===== src/rtl/adsr.sv =====
// ADSR envelope generator: synchronises a note gate and steps an 8-bit
// envelope through attack, decay, sustain and release, saturating at 255/sus/0.
// The release-rate port is named rel because "release" is a reserved word.
module adsr #(
    parameter int unsigned SYNC_STAGES = 2
) (
    input  logic       clk,
    input  logic       arstn,
    input  logic       gate,
    input  logic [3:0] attack,
    input  logic [3:0] decay,
    input  logic [3:0] sustain,
    input  logic [3:0] rel,
    output logic [7:0] env,
    output logic [2:0] state,
    output logic       busy
);

    typedef enum logic [2:0] {
        IDLE    = 3'd0,
        ATTACK  = 3'd1,
        DECAY   = 3'd2,
        SUSTAIN = 3'd3,
        RELEASE = 3'd4
    } state_t;

    state_t                 state_q, state_n;
    logic [7:0]             env_q, env_n;
    logic [SYNC_STAGES-1:0] sync_q;
    logic                   gate_s, gate_d, rise;

    logic [4:0] step_a, step_d, step_r;
    logic [7:0] sus8;
    logic [8:0] sus9, env9, sum_a;

    assign gate_s = sync_q[SYNC_STAGES-1];
    assign rise   = gate_s & ~gate_d;

    assign step_a = {1'b0, attack}  + 5'd1;
    assign step_d = {1'b0, decay}   + 5'd1;
    assign step_r = {1'b0, rel}     + 5'd1;
    assign sus8   = {sustain, sustain};
    assign sus9   = {1'b0, sus8};
    assign env9   = {1'b0, env_q};
    assign sum_a  = env9 + {4'b0, step_a};

    always_ff @(posedge clk or negedge arstn) begin
        if (!arstn) begin
            sync_q  <= '0;
            gate_d  <= 1'b0;
            state_q <= IDLE;
            env_q   <= '0;
        end else begin
            sync_q  <= {sync_q[SYNC_STAGES-2:0], gate};
            gate_d  <= gate_s;
            state_q <= state_n;
            env_q   <= env_n;
        end
    end

    always_comb begin
        state_n = state_q;
        env_n   = env_q;
        if (!(state_q inside {IDLE, ATTACK, DECAY, SUSTAIN, RELEASE})) begin
            state_n = IDLE;
            env_n   = '0;
        end else if (rise) begin
            // retrigger keeps the current level so the note resumes smoothly
            state_n = ATTACK;
        end else if (!gate_s && (state_q inside {ATTACK, DECAY, SUSTAIN})) begin
            state_n = RELEASE;
        end else begin
            case (state_q)
                ATTACK: begin
                    if (sum_a >= 9'd255) begin
                        env_n   = 8'd255;
                        state_n = DECAY;
                    end else begin
                        env_n = sum_a[7:0];
                    end
                end
                DECAY: begin
                    if (env9 <= sus9 + {4'b0, step_d}) begin
                        env_n   = sus8;
                        state_n = SUSTAIN;
                    end else begin
                        env_n = env_q - {3'b0, step_d};
                    end
                end
                SUSTAIN: env_n = sus8;
                RELEASE: begin
                    if (env_q <= {3'b0, step_r}) begin
                        env_n   = '0;
                        state_n = IDLE;
                    end else begin
                        env_n = env_q - {3'b0, step_r};
                    end
                end
                default: ;
            endcase
        end
    end

    assign env   = env_q;
    assign state = state_q;
    assign busy  = (state_q != IDLE);

endmodule

===== config.mk =====
export PLATFORM = sky130hd
export DESIGN_NAME = adsr
export DESIGN_NICKNAME = d
export VERILOG_FILES = /design/src/rtl/adsr.sv
export SDC_FILE = /design/constraint.sdc
export NUM_CORES = 1
export LEC_CHECK = 0
export ABC_AREA = 1
export CORE_UTILIZATION = 60
export CTS_BUF_LIST = sky130_fd_sc_hd__clkbuf_8
export CTS_CLUSTER_SIZE = 8
export DETAILED_ROUTE_END_ITERATION = 10
export HOLD_SLACK_MARGIN = 0.05
export MAX_ROUTING_LAYER = met4
export PLACE_DENSITY = 0.86
export SKIP_LAST_GASP = 1
export SLEW_MARGIN = 20
export SYNTH_ARGS = -nofsm -noshare
export SYNTH_HDL_FRONTEND = slang
export SYNTH_SLANG_ARGS = --single-unit

===== constraint.sdc =====
create_clock -name clk -period 3.9 [get_ports clk]
set_input_delay 0.39 -clock clk [delete_from_list [all_inputs] [get_ports clk]]
set_output_delay 0.39 -clock clk [all_outputs]
set_load 0.01 [all_outputs]

# ---- Word level (Yosys, flattened, before mapping)
# Cells that the tools add are included.
dict set report classes {
  n_reduce_logical 8
  bitwise_logic 2
  addsub 7
  n_mux 14
  magnitude_cmp 3
  n_eq_ne 11
}
# cell count
set op_table {}
lappend op_table {{two-way mux 8 bit} 6}
lappend op_table {{one-hot mux 8 bit (4 select lines)} 1}
lappend op_table {{adder 8 x 5 -> 9 bit} 2}
lappend op_table {{two-way mux 3 bit} 6}
lappend op_table {{subtractor 8 x 5 -> 8 bit} 2}
lappend op_table {{adder 4 x 1 -> 5 bit (second input constant)} 3}
lappend op_table {{!= test 5 x 3 -> 1 bit (second input constant)} 3}
lappend op_table {{>= comparator 9 x 8 -> 1 bit (second input constant)} 1}
lappend op_table {{less-or-equal comparator 8 x 9 -> 1 bit} 1}
lappend op_table {{one-hot mux 3 bit (3 select lines)} 1}
lappend op_table {{less-or-equal comparator 8 x 5 -> 1 bit} 1}
lappend op_table {{== test 3 x 2 -> 1 bit (second input constant)} 2}
lappend op_table {{!= test 6 x 5 -> 1 bit (second input constant)} 1}
lappend op_table {{nonzero test 3 bit} 2}
lappend op_table {{!= test 5 bit (second input constant)} 1}
lappend op_table {{nonzero test 5 bit} 1}
lappend op_table {{!= test 2 bit (second input constant)} 2}
lappend op_table {{AND reduction 4 bit} 1}
lappend op_table {{== test 3 x 1 -> 1 bit (second input constant)} 1}
lappend op_table {{== test 3 bit (second input constant)} 1}
lappend op_table {{logical NOT 3 bit} 1}
lappend op_table {{AND reduction 3 bit} 1}
lappend op_table {{bitwise AND 1 bit} 1}
lappend op_table {{logical AND 1 bit} 1}
lappend op_table {{other kinds (2)} 2}
dict set report totals {
  in_bits 19
  output_inout_bits 12
  elab_cells 49
  ff_bits 14
}

# ---- Depth between registers and ports, before layout
dict set report logic_depth {
  ltp_word 8
  depth_mapped 21
}

# ---- Worst setup path after synthesis
# No wires, ideal clock.
dict set report synth_path {
  kind {input-to-reg}
  from {in decay[0]}
  to {reg env_q[7], in the netlist env[7]}
  path_buffers 0
  setup_slack_ns 1.011
  arrival_ns 2.823
  cell_stages 19
  setup_ns 0.065
  t_required_ns 3.835
  path_cell_list {ha_1 xor2_1 ha_1 nand3_1 nand2_1 a21oi_1 o21bai_1 nand2_1 o21ai_0 o21ai_0 ha_1 nand4_1 a21boi_4 nand2_1 nand2_1 nand3_1 nand2_1 nand2_1 nand2_1}
}
dict set report synth_via {
  elab_chain_cells 8
  elab_cells_between_ends 9
  cone_classes {add/sub (3); order compare (1); mux (5)}
}
# item line_no
set synth_rtl {}
lappend synth_rtl {{start, declared} 11} ;# input logic [3:0] decay,
lappend synth_rtl {{adder 4 x 1 -> 5 bit (*)} 40} ;# assign step_d = {1'b0, decay} + 5'd1;
lappend synth_rtl {{adder 8 x 5 -> 9 bit} 83} ;# if (env9 <= sus9 + {4'b0, step_d}) begin
lappend synth_rtl {{less-or-equal comparator 8 x 9 -> 1 bit} 83}
lappend synth_rtl {{two-way mux 8 bit (*)} 83}
lappend synth_rtl {{one-hot mux 8 bit (4 select lines) (*)} 73} ;# case (state_q)
lappend synth_rtl {{two-way mux 8 bit (*)} 70} ;# end else if (!gate_s && (state_q inside {ATTACK, DECAY, SUSTAIN})) begin
lappend synth_rtl {{two-way mux 8 bit (*)} 67} ;# end else if (rise) begin
lappend synth_rtl {{two-way mux 8 bit (*)} 64} ;# if (!(state_q inside {IDLE, ATTACK, DECAY, SUSTAIN, RELEASE})) begin
lappend synth_rtl {{end signal, assigned} 57} ;# env_q <= env_n;
lappend synth_rtl {{end, declared} 28} ;# logic [7:0] env_q, env_n;
# Mark *: on every way between the ends. The rest lies on a longest branch, timed or not. The select of a mux whose other input is x is not followed.
# A chain may end at the register's enable or synchronous reset.

# ---- Worst setup path after layout
dict set report layout_path {
  from {in decay[0]}
  to {reg env_q[0], in the netlist env[0]}
}
# Same word-level chain as after synthesis.

==> summary.txt <==
Outcome
  – Outcome: finished, final reports clean

Critical path
  – CP peak stage delay: 0.45 ns
  – CP Buf/Inv Count: 1
  – Critical path fanouts, max: 10
  – Worst setup SP type: input port
  – Critical path type: in2reg
  – Crit path DAT: between 3 and 4 ns
  – Most common cell on crit path: nand2_1
  – Top delay family on crit path: simple AND/OR/NAND/NOR gates
  – CP Capture Type: register
  – Critical path required time: 4.08 ns
  – Crit path max-delay cell type: clkdlybuf4s50_1
  – Worst path cell trace: clkdlybuf4s50_1 -> ha_1 -> xor2_1 -> ha_1 -> nand3_1 -> nand2_1 -> a21oi_1 -> o21bai_1 -> nand2_1 -> o21ai_0 -> o21ai_0 -> ha_1 -> nand4_1 -> a21boi_4 -> nand2_1 -> nand2_1 -> nand3_1 -> nand2_1 -> nand2_1 -> nand2_1

CTS
  – CTS tree: yes
  – Insertion delay to the later sink of the worst-skew pair: about 0.24 ns
  – Clock buffer depth: 2
  – Post-CTS setup buffers: 0
  – # hold bufs at CTS: 0
  – Num CTS Buffers: 3
  – Post_cts resized: 0
  – Clk sinks: 14
  – CTS Root Cell: clkbuf_8
  – Worst-path clk slew: about 0.050 ns
  – H-Tree Depth: 1

Logic synthesis
  – Main synth FF type: dfrtp_1
  – Post-synth top area share: 0.200
  – Yosys cell types: 31
  – Syn Area/Cell: 6.10 sq um
  – Synth async-reset ratio: 1.00
  – Most common cell in the netlist: nand2_1
  – Area contributors post-synth: nand2_1 20%, ha_1 15%, dfrtp_1 14%
  – Post-synth top cells: 129 x nand2_1, 52 x nand3_1, 49 x inv_1
  – Yosys reg bits: 14
  – Net Count, Synth: roughly 450
  – Seq/Total Area, Yosys: 0.145
  – Yosys Warn Count: 0
  – Post-synth EDFFs: 0
  – Gate Count Post-Synth: between 300 and 400
  – Yosys top cell by area: nand2_1
  – Cell area after synthesis: roughly 2400 sq um

Global routing
  – GR Overflow Total: 0
  – Largest net degree at the start of global routing: 15
  – Initial antenna violation count: 0
  – Global-route wire length before repair: about 11 mm
  – Vias in the first global route: 2447
  – GRT Total Usage: 0.333

Die
  – Core ar.: about 3800 sq um
  – I/O pins: 31
  – Rows: 22
  – Die Area: about 4300 sq um
  – Die Wd: approximately 66 um
  – Starting Density: 0.642
  – Height of the die: between 60 and 70 um

Pwr
  – Tot Pwr: 0.00214 W
  – Internal power: approximately 0.00095 W
  – Cell Pwr Density: ~770 nW/um^2
  – Sw Ratio: 0.557
  – Power share of the combinational group: 0.786
  – Sequential Power Share: 0.161
  – Clock Power Share: 0.053
  – NetSw: between 0.001 and 0.0015 W
  – Lkg Pwr: between 1.5 and 2 nW
  – VDD IR max: slightly above 0.4 mV

STA
  – Period utilization: 0.919
  – Max frequency: approximately 0.28 GHz
  – Clk_skew: ~0.0016 ns
  – # setup viols final: 0
  – Endpoints failing hold: 0
  – Post-Route Setup TNS: 0 ns
  – Worst hold slack: about 0.36 ns
  – RSZ-0062 raised after global routing: no
  – Tmin final: roughly 3.6 ns
  – Final Max Slew Viols: 0
  – Measured slew at the worst slew-check pin: about 0.61 ns
  – Headroom to the max-slew limit: 0.592

Layout
  – Final Net Count: 480
  – Ratio of cells with drive above 1 in the final layout: 0.0610
  – Area Overhead vs Synth: 15.5%
  – Fin cells: approximately 470
  – Ant diodes: 0

Run
  – Max-Cap Viols: 0

Drt
  – WL final: slightly above 6 mm
  – Final antenna-violating net count: 0
  – Drt wl/cell: roughly 13 um
  – Drt initial violations: roughly 150
  – DR pass1 iterations: 4
  – Residual DRC: 0
  – Drt via density: 5.35
  – Vias: 2536

Placement
  – IO Port Bufs: 30
  – GP Congestion: 0.952
  – Placed Instances: ~470
  – Post-DP HPWL: between 5 and 6 mm

Hold path
  – Tightest Hold Check Type: reg2reg
[through the flow]
stage          worst slack (ns)  cell area, sq um  utilization
2_1_floorplan              1.01              2420            -
3_3_place_gp              0.239              2760        0.731
3_5_place_dp              0.136              2760        0.731
4_1_cts                   0.370              2800        0.742
5_1_grt                  0.0220              2800        0.742
6_report                  0.316              2800        0.742
[power groups by stage]
stage | clock (W) | sequential (W) | combinational [W]
after floorplan | 0 | 0.000296 | 0.00128
after global placement | 0 | 0.000346 | 0.00163
after detailed placement | 0 | 0.000347 | 0.00167
after CTS | 0.000117 | 0.000346 | 0.00168
after global routing | 0.000124 | 0.000354 | 0.00193
final | 0.000113 | 0.000345 | 0.00168
[registers in the layout, indices dropped and copies added (netlist names)]
register and count:
env 8, gate_d 1, state 3, sync_q 2
[cell usage in the layout (no fill, tap or decap), drive strengths merged]
| cell type | Yosys | final |
|---|---|---|
| o21bai | 4 | 4 |
| nor3 | 5 | 5 |
| a211oi | 1 | 1 |
| fa | 4 | 4 |
| ha | 29 | 29 |
| a21oi | 16 | 16 |
| xnor2 | 8 | 8 |
| inv | 63 | 63 |
| nand3 | 53 | 53 |
| nand3b | 1 | 1 |
| clkinv | 4 | 4 |
| clkbuf | 0 | 3 |
| nand4 | 10 | 10 |
| nand2 | 130 | 130 |
| dfrtp | 14 | 14 |
| xor2 | 9 | 9 |
| a21boi | 1 | 1 |
| o21ai | 6 | 6 |
| clkdlybuf4s50 | 0 | 30 |
| o211ai | 2 | 2 |
| or3 | 1 | 1 |
| nor2 | 31 | 31 |
| or2 | 1 | 1 |
[area by class of cell]
type	count	area, sq um
Clock buffer	3	41.3
Fill cell	336	973
Sequential cell	14	350
Timing Repair Buffer	30	300
Multi-Input combinational cell	312	1790
Tap cell	48	60.1
Inverter	67	251
[path summary, 6_finish.rpt]
| check | startpoint | slack [ns] | cells past startpoint | end |
|---|---|---|---|---|
| worst max register to register | env[1] | 1.37 | 13 | env[1] |
| worst min register to register | sync_q[0] | 0.36 | 0 | sync_q[1] |
| worst max-delay path | decay[0] | 0.32 | 20 | env[0] |
| max in group asynchronous | arstn | 2.97 | 1 | state[0] |
| min in group asynchronous | arstn | 0.53 | 1 | state[1] |
| worst min-delay path | sync_q[0] | 0.36 | 0 | sync_q[1] |
[layer usage]
layer / part of all wire / track usage / up-vias
met5: 0 / - / -
met4: 0.012 / 0.128 / 0
met3: 0.051 / 0.0313 / 9
met2: 0.48 / 0.552 / 76
met1: 0.45 / 0.419 / 1107
li1: - / - / 1344
[kinds of logic after synthesis]
logic type	count (synthesis)	synth area share
AOI/OAI and AO/OA	30	0.0806
xor gates and xnor gates	17	0.0615
adders and majority gates	33	0.183
buffers and inverters	71	0.115
DFF	14	0.145
and+or+nand+nor	232	0.416
Power figures use the tool's default switching activity.
==> variant: new RTL, config.mk and constraints unchanged <==
Set the parameter `SYNC_STAGES` to 4 (it was 2).
--- a/src/rtl/adsr.sv
+++ b/src/rtl/adsr.sv
@@ -3,5 +3,5 @@
 // The release-rate port is named rel because "release" is a reserved word.
 module adsr #(
-    parameter int unsigned SYNC_STAGES = 2
+    parameter int unsigned SYNC_STAGES = 4
 ) (
     input  logic       clk,
Check against the original RTL: not equivalent (a bounded check fails within 4 cycles, from zero or initial values and one cycle with arstn low).
==> variant against the original RTL <==
Synthesized area is 3.4% higher; design area is 4.7% higher; worst hold slack worse by 0.015 ns; clock skew is 0.0083 ns higher; worst setup slack better by 0.099 ns; via count is 3.7% higher; sequential cell count is 2 higher; wire length is 2.2% higher; total power is 3.5% higher; largest power group unchanged; register-to-register slack hardly changed; utilization is 0.93 points lower.
==> variant: results (changes against the original RTL) <==
stage	metric	value	unit	change
power_and_ir_drop	comb_power_share	0.768		-0.018
routing	drt-initial-drc-count	181		+25%
synthesis	synthTopCellsByArea	nand2_1 19%, dfrtp_1 16%, ha_1 14%		
final_layout	regArea	400	sq um	+14%
cts	insertion_delay	0.26	ns	+0.02 ns
synthesis	ys_async_sr_fraction	1.00		unchanged
placed_design	dpl.hpwl	5060	microns	+0.14%
final_layout	clock_area_frac	0.0188		+0.00403
final_layout	multi_input_area_share	0.622		-0.0192
critical_path	cp.arrival	3.67	ns	-0.09 ns
global_route	gr-usage-met2	0.525		-0.0263
run_status	status	finished, final reports clean		
critical_path	max_stage_delay	0.50	ns	+0.05 ns
final_layout	final-nonclk-buf-share	0.113		+0.00539
power_and_ir_drop	clock_power_share	0.066		+0.013
final_layout	drive_gt1_frac	0.0529		-0.00816
placed_design	dpl_worst_slack	0.160	ns	+0.0242 ns
final_layout	inverters	69		+3.0%
final_layout	signal_buffers	34		+13%
timing	slew_headroom	0.546		-0.0453
routing	routed_wl	6270	microns	+2.2%
final_layout	fillers	345		+2.7%
global_route	use_met3	0.0411		+0.00985
placed_design	dp.cells	477		+1.3%
power_and_ir_drop	leakagePower	1.62	nW	+5.3%
placed_design	post_dp_cell_area	2850	sq um	+3.2%
critical_path	crit_slowest_cell	clkdlybuf4s50_1		
synthesis	synth-compound-area-share	0.0780		-0.00262
global_route	grtUsageTotal	0.310		-0.0231
power_and_ir_drop	peakVddDrop	0.000625	V	+53%
routing	wl_met1	2730	microns	-1.8%
placed_design	gp_routability_congestion	0.943		-1.0%
final_layout	finalNonFillerCells	485		+2.3%
global_route	grt_pass1_wl	10100	microns	-5.0%
synthesis	syn_area_per_cell	6.26	sq um	+2.6%
routing	vias	2630		+3.7%
power_and_ir_drop	p_int	0.995	mW	+4.9%
synthesis	synth.distinct_cells	34		+9.7%
synthesis	synthAdderAreaFrac	0.177		-0.00594
synthesis	synth_common_cells	127 x nand2_1, 63 x inv_1, 52 x nand3_1		
timing	skew	0.00989	ns	+0.00829 ns
synthesis	ys_seq_area_frac	0.160		+0.0153
synthesis	ys_ff_latch	16		+2
routing	dr.pass1.iters	5		+1
global_route	grt_pass1_vias	2337		-4.5%
routing	dr_wl_met2	3020	microns	+1.8%
die	rows	23		+4.5%
cts	cts_root_buffer	clkbuf_8		
final_layout	syn2layout_area_growth	17.0	%	
synthesis	yosys.area_share.xor_xnor	0.0560		-0.00549
final_layout	clock_buffers	4		+1
synthesis	syn_nets	452		+0.67%
global_route	grt_start_max_net_pins	17		+2
routing	wl_met3	411	microns	+31%
variant: changes by cell type in the layout (fill, tap and decap cells not counted), sizes merged:
cell / change
a21oi: +1
clkinv: -1
inv: +3
nor3: +2
clkbuf: +1
nand4: +1
nand2: -1
buf: +4
o21ai: -1
nor3b: +1
nor2: -3
nand3b: +1
dfrtp: +2
xnor2: -1
variant: path summary, 6_finish.rpt:
kind / from / end / slack [ns] / cells after the start
max reg2reg: env[1]$_DFFE_PN0P_ / state[0]$_DFFE_PN0P_ / 1.37 / 12
max: decay[0] / env[0]$_DFFE_PN0P_ / 0.41 / 22
max in group asynchronous: arstn / env[1]$_DFFE_PN0P_ / 2.91 / 1
min reg2reg: sync_q[1]$_DFF_PN0_ / sync_q[2]$_DFF_PN0_ / 0.35 / 0
min in group asynchronous: arstn / state[1]$_DFFE_PN0P_ / 0.54 / 1
min: sync_q[1]$_DFF_PN0_ / sync_q[2]$_DFF_PN0_ / 0.35 / 0
